File: src/rtl/ds1302_txn_sched.sv
// ds1302_txn_sched: arbitrates DS1302 set-time writes against read polls and sequences byte transactions
module ds1302_txn_sched #(
  parameter int unsigned POLL_CYCLES    = 1000000,
  parameter int unsigned TIMEOUT_CYCLES = 256
) (
  input  logic        sys_clk,
  input  logic        sys_rst,
  input  logic        poll_en,
  input  logic        set_req,
  input  logic        rd_req,
  input  logic [47:0] set_time,
  output logic        wr_start,
  output logic [7:0]  wr_ctrl,
  output logic [7:0]  wr_byte,
  input  logic        wr_done,
  output logic        rd_start,
  output logic [7:0]  rd_ctrl,
  input  logic [7:0]  rd_byte,
  input  logic        rd_done,
  output logic        sel_wr,
  output logic        busy,
  output logic        set_ack,
  output logic        time_valid,
  output logic [47:0] time_out,
  output logic        err
);
  localparam int PW = (POLL_CYCLES > 1) ? $clog2(POLL_CYCLES) : 1;
  localparam int TW = (TIMEOUT_CYCLES > 1) ? $clog2(TIMEOUT_CYCLES) : 1;
  localparam logic [PW-1:0] POLL_LAST = PW'(POLL_CYCLES - 1);
  localparam logic [TW-1:0] TO_LAST = TW'(TIMEOUT_CYCLES - 1);
  typedef enum logic [2:0] {IDLE, WR_ISSUE, WR_WAIT, DONE_WR, RD_ISSUE, RD_WAIT, DONE_RD} state_t;
  state_t state_q;
  logic [PW-1:0] poll_q;
  logic [TW-1:0] to_q;
  logic [2:0] idx_q;
  logic set_pend_q, rd_pend_q, poll_pend_q, err_q;
  logic [47:0] set_sh_q, time_q;
  logic [39:0] rd_sh_q;
  logic [7:0] wr_ctrl_q, wr_byte_q, rd_ctrl_q;
  logic poll_hit, to_hit;
  logic [47:0] set_sh_d;
  function automatic logic [15:0] wr_item(input logic [2:0] n, input logic [47:0] t);
    logic [47:0] s;
    s = t >> {3'd6 - n, 3'b000};
    return (n == 3'd0) ? 16'h8E00 :
           (n == 3'd7) ? 16'h8E80 :
           (n == 3'd1) ? {8'h8C, s[7:0]} :
           {8'h8C - {4'd0, n, 1'b0}, (n == 3'd6) ? {1'b0, s[6:0]} : s[7:0]};
  endfunction
  function automatic logic [7:0] rd_item(input logic [2:0] n);
    return (n == 3'd0) ? 8'h8D : 8'h8B - {4'd0, n, 1'b0};
  endfunction
  assign poll_hit = poll_en && (poll_q == POLL_LAST);
  assign to_hit = (to_q == TO_LAST);
  // later set requests overwrite the shadow, so bytes not yet issued pick up the newest fields
  assign set_sh_d = set_req ? set_time : set_sh_q;
  always_ff @(posedge sys_clk) begin
    if (sys_rst) begin
      state_q <= IDLE;
      poll_q <= '0;
      to_q <= '0;
      idx_q <= '0;
      set_pend_q <= 1'b0;
      rd_pend_q <= 1'b0;
      poll_pend_q <= 1'b0;
      err_q <= 1'b0;
      set_sh_q <= '0;
      time_q <= '0;
      rd_sh_q <= '0;
      wr_ctrl_q <= '0;
      wr_byte_q <= '0;
      rd_ctrl_q <= '0;
    end else begin
      err_q <= 1'b0;
      poll_q <= (poll_en && !poll_hit) ? poll_q + 1'b1 : '0;
      set_sh_q <= set_sh_d;
      set_pend_q <= set_pend_q | set_req;
      rd_pend_q <= rd_pend_q | rd_req;
      poll_pend_q <= poll_pend_q | poll_hit;
      case (state_q)
        IDLE: begin
          idx_q <= '0;
          if (set_pend_q) begin
            state_q <= WR_ISSUE;
            {wr_ctrl_q, wr_byte_q} <= wr_item(3'd0, set_sh_d);
            set_pend_q <= set_req;
          end else if (rd_pend_q || poll_pend_q) begin
            state_q <= RD_ISSUE;
            rd_ctrl_q <= rd_item(3'd0);
            rd_pend_q <= rd_req;
            poll_pend_q <= poll_hit;
          end
        end
        WR_ISSUE, RD_ISSUE: begin
          state_q <= (state_q == WR_ISSUE) ? WR_WAIT : RD_WAIT;
          to_q <= '0;
        end
        WR_WAIT: begin
          if (wr_done) begin
            idx_q <= idx_q + 3'd1;
            state_q <= (idx_q == 3'd7) ? DONE_WR : WR_ISSUE;
            {wr_ctrl_q, wr_byte_q} <= wr_item(idx_q + 3'd1, set_sh_d);
          end else if (to_hit) begin
            state_q <= IDLE;
            err_q <= 1'b1;
            set_pend_q <= 1'b1;
          end else begin
            to_q <= to_q + 1'b1;
          end
        end
        RD_WAIT: begin
          if (rd_done) begin
            idx_q <= idx_q + 3'd1;
            rd_sh_q <= {rd_sh_q[31:0], rd_byte};
            rd_ctrl_q <= rd_item(idx_q + 3'd1);
            state_q <= (idx_q == 3'd5) ? DONE_RD : RD_ISSUE;
            if (idx_q == 3'd5) time_q <= {rd_sh_q, rd_byte};
          end else if (to_hit) begin
            state_q <= IDLE;
            err_q <= 1'b1;
            rd_pend_q <= 1'b1;
          end else begin
            to_q <= to_q + 1'b1;
          end
        end
        default: state_q <= IDLE;
      endcase
    end
  end
  assign wr_start = (state_q == WR_ISSUE);
  assign rd_start = (state_q == RD_ISSUE);
  assign sel_wr = (state_q == WR_ISSUE) || (state_q == WR_WAIT) || (state_q == DONE_WR);
  assign busy = (state_q != IDLE);
  assign set_ack = (state_q == DONE_WR);
  assign time_valid = (state_q == DONE_RD);
  assign time_out = time_q;
  assign err = err_q;
  assign wr_ctrl = wr_ctrl_q;
  assign wr_byte = wr_byte_q;
  assign rd_ctrl = rd_ctrl_q;
endmodule

File: config.mk
export PLATFORM = sky130hd
export DESIGN_NAME = ds1302_txn_sched
export DESIGN_NICKNAME = d
export VERILOG_FILES = /design/src/rtl/ds1302_txn_sched.sv
export SDC_FILE = /design/constraint.sdc
export NUM_CORES = 1
export LEC_CHECK = 0
export BUFFER_PORTS_ARGS = -buffer_cell sky130_fd_sc_hd__buf_2
export CAP_MARGIN = 20
export CORE_MARGIN = 5
export CORE_UTILIZATION = 58
export CTS_CLUSTER_DIAMETER = 50
export DETAILED_ROUTE_END_ITERATION = 10
export PLACE_DENSITY_LB_ADDON = 0.2
export SLEW_MARGIN = 15
export SYNTH_ARGS = -nofsm -noshare
export SYNTH_HDL_FRONTEND = slang
export SYNTH_SLANG_ARGS = --single-unit
File: constraint.sdc
create_clock -name sys_clk -period 5.4 [get_ports sys_clk]
set_input_delay 0.54 -clock sys_clk [delete_from_list [all_inputs] [get_ports sys_clk]]
set_output_delay 0.54 -clock sys_clk [all_outputs]
set_load 0.005 [all_outputs]
== Word-level counts from Yosys, hierarchy flattened ==
Cells that the tools add are included.

* Div/mod/pow operators: 0
* Multipliers: 0
* Reductions and logical operators: 21
* Shifts and indexed selects: 1
* Add/sub/neg operators: 6
* Order comparisons: 0
* Bitwise gates (word level): 4
* Mux-type cells: 48
* Equal/unequal tests: 21

{| class="wikitable"
|+ Operators with widths
! operator !! count
|-
| two-way mux 8 bit || 12
|-
| two-way mux 16 bit || 3
|-
| two-way mux 48 bit || 1
|-
| one-hot mux 8 bit (2 select lines) || 3
|-
| right shift 48 x 6 -> 8 bit || 1
|-
| two-way mux 3 bit || 8
|-
| one-hot mux 8 bit (3 select lines) || 1
|-
| equality test 3 bit (second input constant) || 7
|-
| adder 20 x 1 -> 20 bit (second input constant) || 1
|-
| equality test 20 bit (second input constant) || 1
|-
| subtractor 8 x 4 -> 8 bit (first input constant) || 2
|-
| inequality test 2 bit (second input constant) || 7
|-
| two-way mux 1 bit || 13
|-
| one-hot mux 3 bit (4 select lines) || 1
|-
| AND reduction 3 bit || 4
|-
| one-hot mux 3 bit (3 select lines) || 1
|-
| nonzero test 3 bit || 3
|-
| adder 8 x 1 -> 8 bit (second input constant) || 1
|-
| equality test 8 bit (second input constant) || 1
|-
| equality test 3 x 1 -> 1 bit (second input constant) || 2
|-
| equality test 3 x 2 -> 1 bit (second input constant) || 2
|-
| zero test 3 bit || 2
|-
| one-hot mux 1 bit (2 select lines) || 3
|-
| two-way mux 2 bit || 2
|-
| 12 further kinds || 19
|}

* Bits of input ports: 63
* Word-level logic and storage cells: 115
* Output and inout bits: 79
* Memories kept: 0
* Memory bits (read-only): 0
* Bits in latches: 0
* Memory bits (writable): 0
* Bits in registers: 198

== Longest topological paths before layout ==
* Word-level depth: 9
* Gate-level depth with buffers: 11
* Gate-level depth less buffers: 7

== Least setup slack after synthesis ==
Ideal clock, no wire load.

* Path type: reg-to-reg
* Start: register idx_q[0]
* End: register wr_byte_q[4], in the netlist wr_byte[4]
* Setup slack: 2927 ps
* Arrival time: 2381 ps
* Period minus slack after synthesis: 2473 ps
* Stages on the path, launching flop included: 12
* Data required time: 5308 ps
* Path through: dfxtp_1 clkbuf_1 inv_1 clkbuf_1 ha_1 buf_2 or2_2 buf_2 buf_4 mux2i_1 a32o_1 o32ai_1

* Cells in the longest elaborated chain, start to end: 9

{| class="wikitable"
|+ Ends and longest elaborated chain
! what !! line !! RTL
|-
| start, declared || 35 || <nowiki>logic [2:0] idx_q;</nowiki>
|-
| start signal, assigned || 100 || <nowiki>idx_q <= idx_q + 3'd1;</nowiki>
|-
| start signal, assigned || 113 || <nowiki>idx_q <= idx_q + 3'd1;</nowiki>
|-
| adder 3 x 1 -> 3 bit (*) || 102 || <nowiki>{wr_ctrl_q, wr_byte_q} <= wr_item(idx_q + 3'd1, set_sh_d);</nowiki>
|-
| subtractor 3 bit || 44 || <nowiki>s = t >> {3'd6 - n, 3'b000};</nowiki>
|-
| right shift 48 x 6 -> 8 bit || 44 ||
|-
| two-way mux 8 bit || 48 || <nowiki>{8'h8C - {4'd0, n, 1'b0}, (n == 3'd6) ? {1'b0, s[6:0]} : s[7:0]};</nowiki>
|-
| two-way mux 16 bit || 47 || <nowiki>(n == 3'd1) ? {8'h8C, s[7:0]} :</nowiki>
|-
| two-way mux 16 bit || 46 || <nowiki>(n == 3'd7) ? 16'h8E80 :</nowiki>
|-
| two-way mux 16 bit (*) || 45 || <nowiki>return (n == 3'd0) ? 16'h8E00 :</nowiki>
|-
| two-way mux 8 bit (*) || 99 || <nowiki>if (wr_done) begin</nowiki>
|-
| one-hot mux 8 bit (2 select lines) (*) || 80 || <nowiki>case (state_q)</nowiki>
|-
| end signal, assigned || 85 || <nowiki>{wr_ctrl_q, wr_byte_q} <= wr_item(3'd0, set_sh_d);</nowiki>
|-
| end signal, assigned || 102 ||
|-
| end, declared || 39 || <nowiki>logic [7:0] wr_ctrl_q, wr_byte_q, rd_ctrl_q;</nowiki>
|}

Every way passes the cells marked *; elsewhere a longest branch is shown, timed or not. The select of a mux whose other input is x is not followed.
A chain may end at the register's enable or synchronous reset.

== Final worst setup path ==
* Start: register idx_q[0]
* End: register wr_byte_q[0], in the netlist wr_byte[0]

The elaborated chain is that of the path after synthesis.

==> metrics <==
outcome=finished clean; nature of the critical path endpoint=register; share of the synthesized area in the top cell type=~47%; Synthesis Warnings=0; area of all placed cells without fillers=between 0.009 and 0.01 mm²; Core Rows=43; number of top-level pins=142; mux cell area share after synthesis=a little under a tenth; vias per inst=~5.7; number of nets produced by synthesis=approximately 1,000; Power per Cell Area=between 300 and 400 mW/mm²; RSZ-0062 raised after global routing=false; xor-xnor portion of the synthesized cell area=under 10%; most area-consuming cells after synthesis=dfxtp_1, nand2_1, mux2i_1; sum of routed wire length over all layers=approximately 20,000 µm; count of instances resized after the clock tree is built=0; CTS tree=built; maximum buffer depth of the clock tree=2; Fin. Hold Viols=0; Net Switching=around 0.00089 W; most common cell in the synthesized netlist=nand2_1; via count of the first global-routing pass=about 6,400; clock transition at the register clock pins on the worst setup and hold paths after CTS=70 ps; gate family responsible for the most delay along the worst path=simple AND/OR/NAND/NOR gates; standard cell core area=approximately 0.014 mm²; largest area contributor in the synthesized netlist=dfxtp_1; Post-DP HPWL=approximately 13,000 µm; kind of critical path=reg -> reg; mean instance size in the synthesized netlist=roughly 8.5 µm²; First DRT Iteration DRCs=767; final count of negative-setup-slack endpoints=0; primary flip-flop cell chosen by synthesis mapping=dfxtp_1; maximum number of pins on one net before global-route repair=74; dominant combinational cell family by area after synthesis=simple AND/OR/NAND/NOR gates; number of hold-repair buffers added at the cts stage=0; part of the power in the clock network=38.9%; Die X=about 130 µm; largest fanout of any net on the critical path=20; commonest cells in the netlist=nand2_1, dfxtp_1, a21oi_1; die outline area=between 0.015 and 0.02 mm²; number of standard cells after synthesis=a little under 1,000; CP peak stage delay=roughly 840 ps; Synth cell types=64; share of final-layout standard cells stronger than drive strength 1=between 10% and 20%; internal power consumption=between 0.002 and 0.0025 W; fin crit period=3410 ps; flip-flop and latch count after synthesis=between 150 and 200; Logic pwr share=between 10% and 20%; worst rel slew slack=29.5%; number of enable-type register cells in the synthesized netlist=0; first-pass GRT wire length=roughly 32,000 µm; final core utilization=68.2%; initial antenna violation count=0; post-CTS repair timing setup buffer count=0; Min-Delay Path Class=in -> reg; maximum VDD drop=roughly 0.34 mV; Clock Sink Count=~190; leakage power=approximately 3.8 nW; simple-gate portion of the synthesized area=22.5%; share of synthesized registers carrying an async set or reset=0%; clock tree root driver cell=clkbuf_16; sequential-to-total area share from yosys stat=a little under half; most repeated library cell on the critical path=ha_1; cell with the biggest individual delay on the critical path=dfxtp_1; post-route ant nets=0; post-route setup slack=between 1500 and 2000 ps; Max Clock Freq=between 0.2 and 0.3 GHz; average routed wire per standard cell=16.1 µm; final-report max-slew violation count=0; adder and majority gate portion of the synthesized area=between 1.5 and 2%; RD Place Congestion=around 0.82; Global Route Usage Sum=a little under a quarter; Total Power Consumption=around 0.0033 W; CP Cell Sequence=inv_1 > ha_1 > ha_1 > or3_1 > nor4_4 > a32oi_1 > o32ai_1; complex-gate fraction of the synthesized area=a little over an eighth; final setup skew=between 6 and 7 ps; Place WS=roughly 2200 ps; buffers added on ports=140; clock network latency to the later pin of the worst-skew pair=430 ps; CP arrival=around 3700 ps; Sum Neg Setup Slack=0 ps; placement-stage cell area=0.00888 mm²; effective utilization at floorplan=59.2%; Flop pwr share=47.4%; period utilization=63.2%; max cap viols=0; fraction of power spent switching nets=~27%; final net count=roughly 1,100; total overflow reported by the global router=0; crit path launch type=register; Inserted Diodes=0; number of detailed-route iterations in the first pass=5; number of CTS-inserted buffers=17; H-tree depth=4; worst path required time=between 5000 and 6000 ps; area growth from synthesis to layout=15.3%; cell area after synthesis=between 0.008 and 0.009 mm²; number of design rule violations left after detail routing=0; Die Y=approximately 130 µm; slew at the pin closest to its max-slew limit=around 1100 ps; via total after detailed routing=~7,100; buffers and inverters on the worst path=1
sequential cells by signal, summed over array words and instances (netlist names):
| register | cells |
|---|---|
| err | 1 |
| idx_q | 3 |
| poll_pend_q | 1 |
| poll_q | 20 |
| rd_ctrl | 6 |
| rd_pend_q | 1 |
| rd_sh_q | 40 |
| set_pend_q | 1 |
| set_sh_q | 48 |
| state_q | 3 |
| time_out | 48 |
| to_q | 8 |
| wr_byte | 8 |
| wr_ctrl | 6 |
routing by layer:
layer  wire, µm  global-route usage, %
met5          0                      0
met3       1340                   5.40
met4        202                   6.73
met2       9530                   37.3
met1       9150                   33.0
metrics by stage:
step / cells / hold WS, ps
finish: 1254 / 335
global route: 1254 / 350
detailed placement: 1221 / 443
global placement: 1221 / 438
floorplan: 969 / 425
CTS: 1253 / 329
power by group through the flow:
| stage | Clock [W] | Combinational, W | Sequential, W |
|---|---|---|---|
| after global routing | 0.00137 | 0.000497 | 0.00157 |
| after global placement | 0 | 0.000441 | 0.00159 |
| after detailed placement | 0 | 0.000445 | 0.00159 |
| after CTS | 0.00130 | 0.000449 | 0.00156 |
| final | 0.00128 | 0.000452 | 0.00156 |
| after floorplan | 0 | 0.000358 | 0.00155 |
final cells by class:
type / instances / area (µm²)
clock buffers: 22 / 484
clock inverters: 10 / 123
fillers: 1160 / 4430
inverters: 8 / 30.0
multi-input cells: 695 / 4010
flip-flops and latches: 194 / 3880
well taps: 180 / 225
repair buffers: 145 / 753
tightest hold or removal path, cell delays in order:
cell and delay [ps]:
buf_2 80, a221oi_1 40, nor2_1 70
path summary, 6_finish.rpt:
kind	startpoint	cells after the start	slack, ps	to
hold reg to reg	time_out[30]	2	450	time_out[30]
setup / recovery	idx_q[0]	7	1990	wr_byte[0]
setup reg to reg	idx_q[0]	7	1990	wr_byte[0]
hold / removal	rd_req	3	330	rd_pend_q
cells by family after synthesis:
kind of cell	count (synthesis)
compound gates	181
xor+xnor	12
fa+ha+maj	11
buf+inv	80
flops	194
mux	76
other cells	1
simple gates	414
placed cells by master, fill, tap and decap left out, types with 9 or more instances in the layout:
master     synthesis  layout
nand2b_1          12      12
dfxtp_1          194     194
nand2_1          235     235
a21oi_1          112     112
xor2_1            10      10
mux2i_1           64      64
nand4_1            9       9
buf_2             18     139
nor2_1            89      89
nand3_1           17      16
ha_1              11      11
clkbuf_16          0      17
mux2_2            12      12
(Power assumes the default switching activity.)
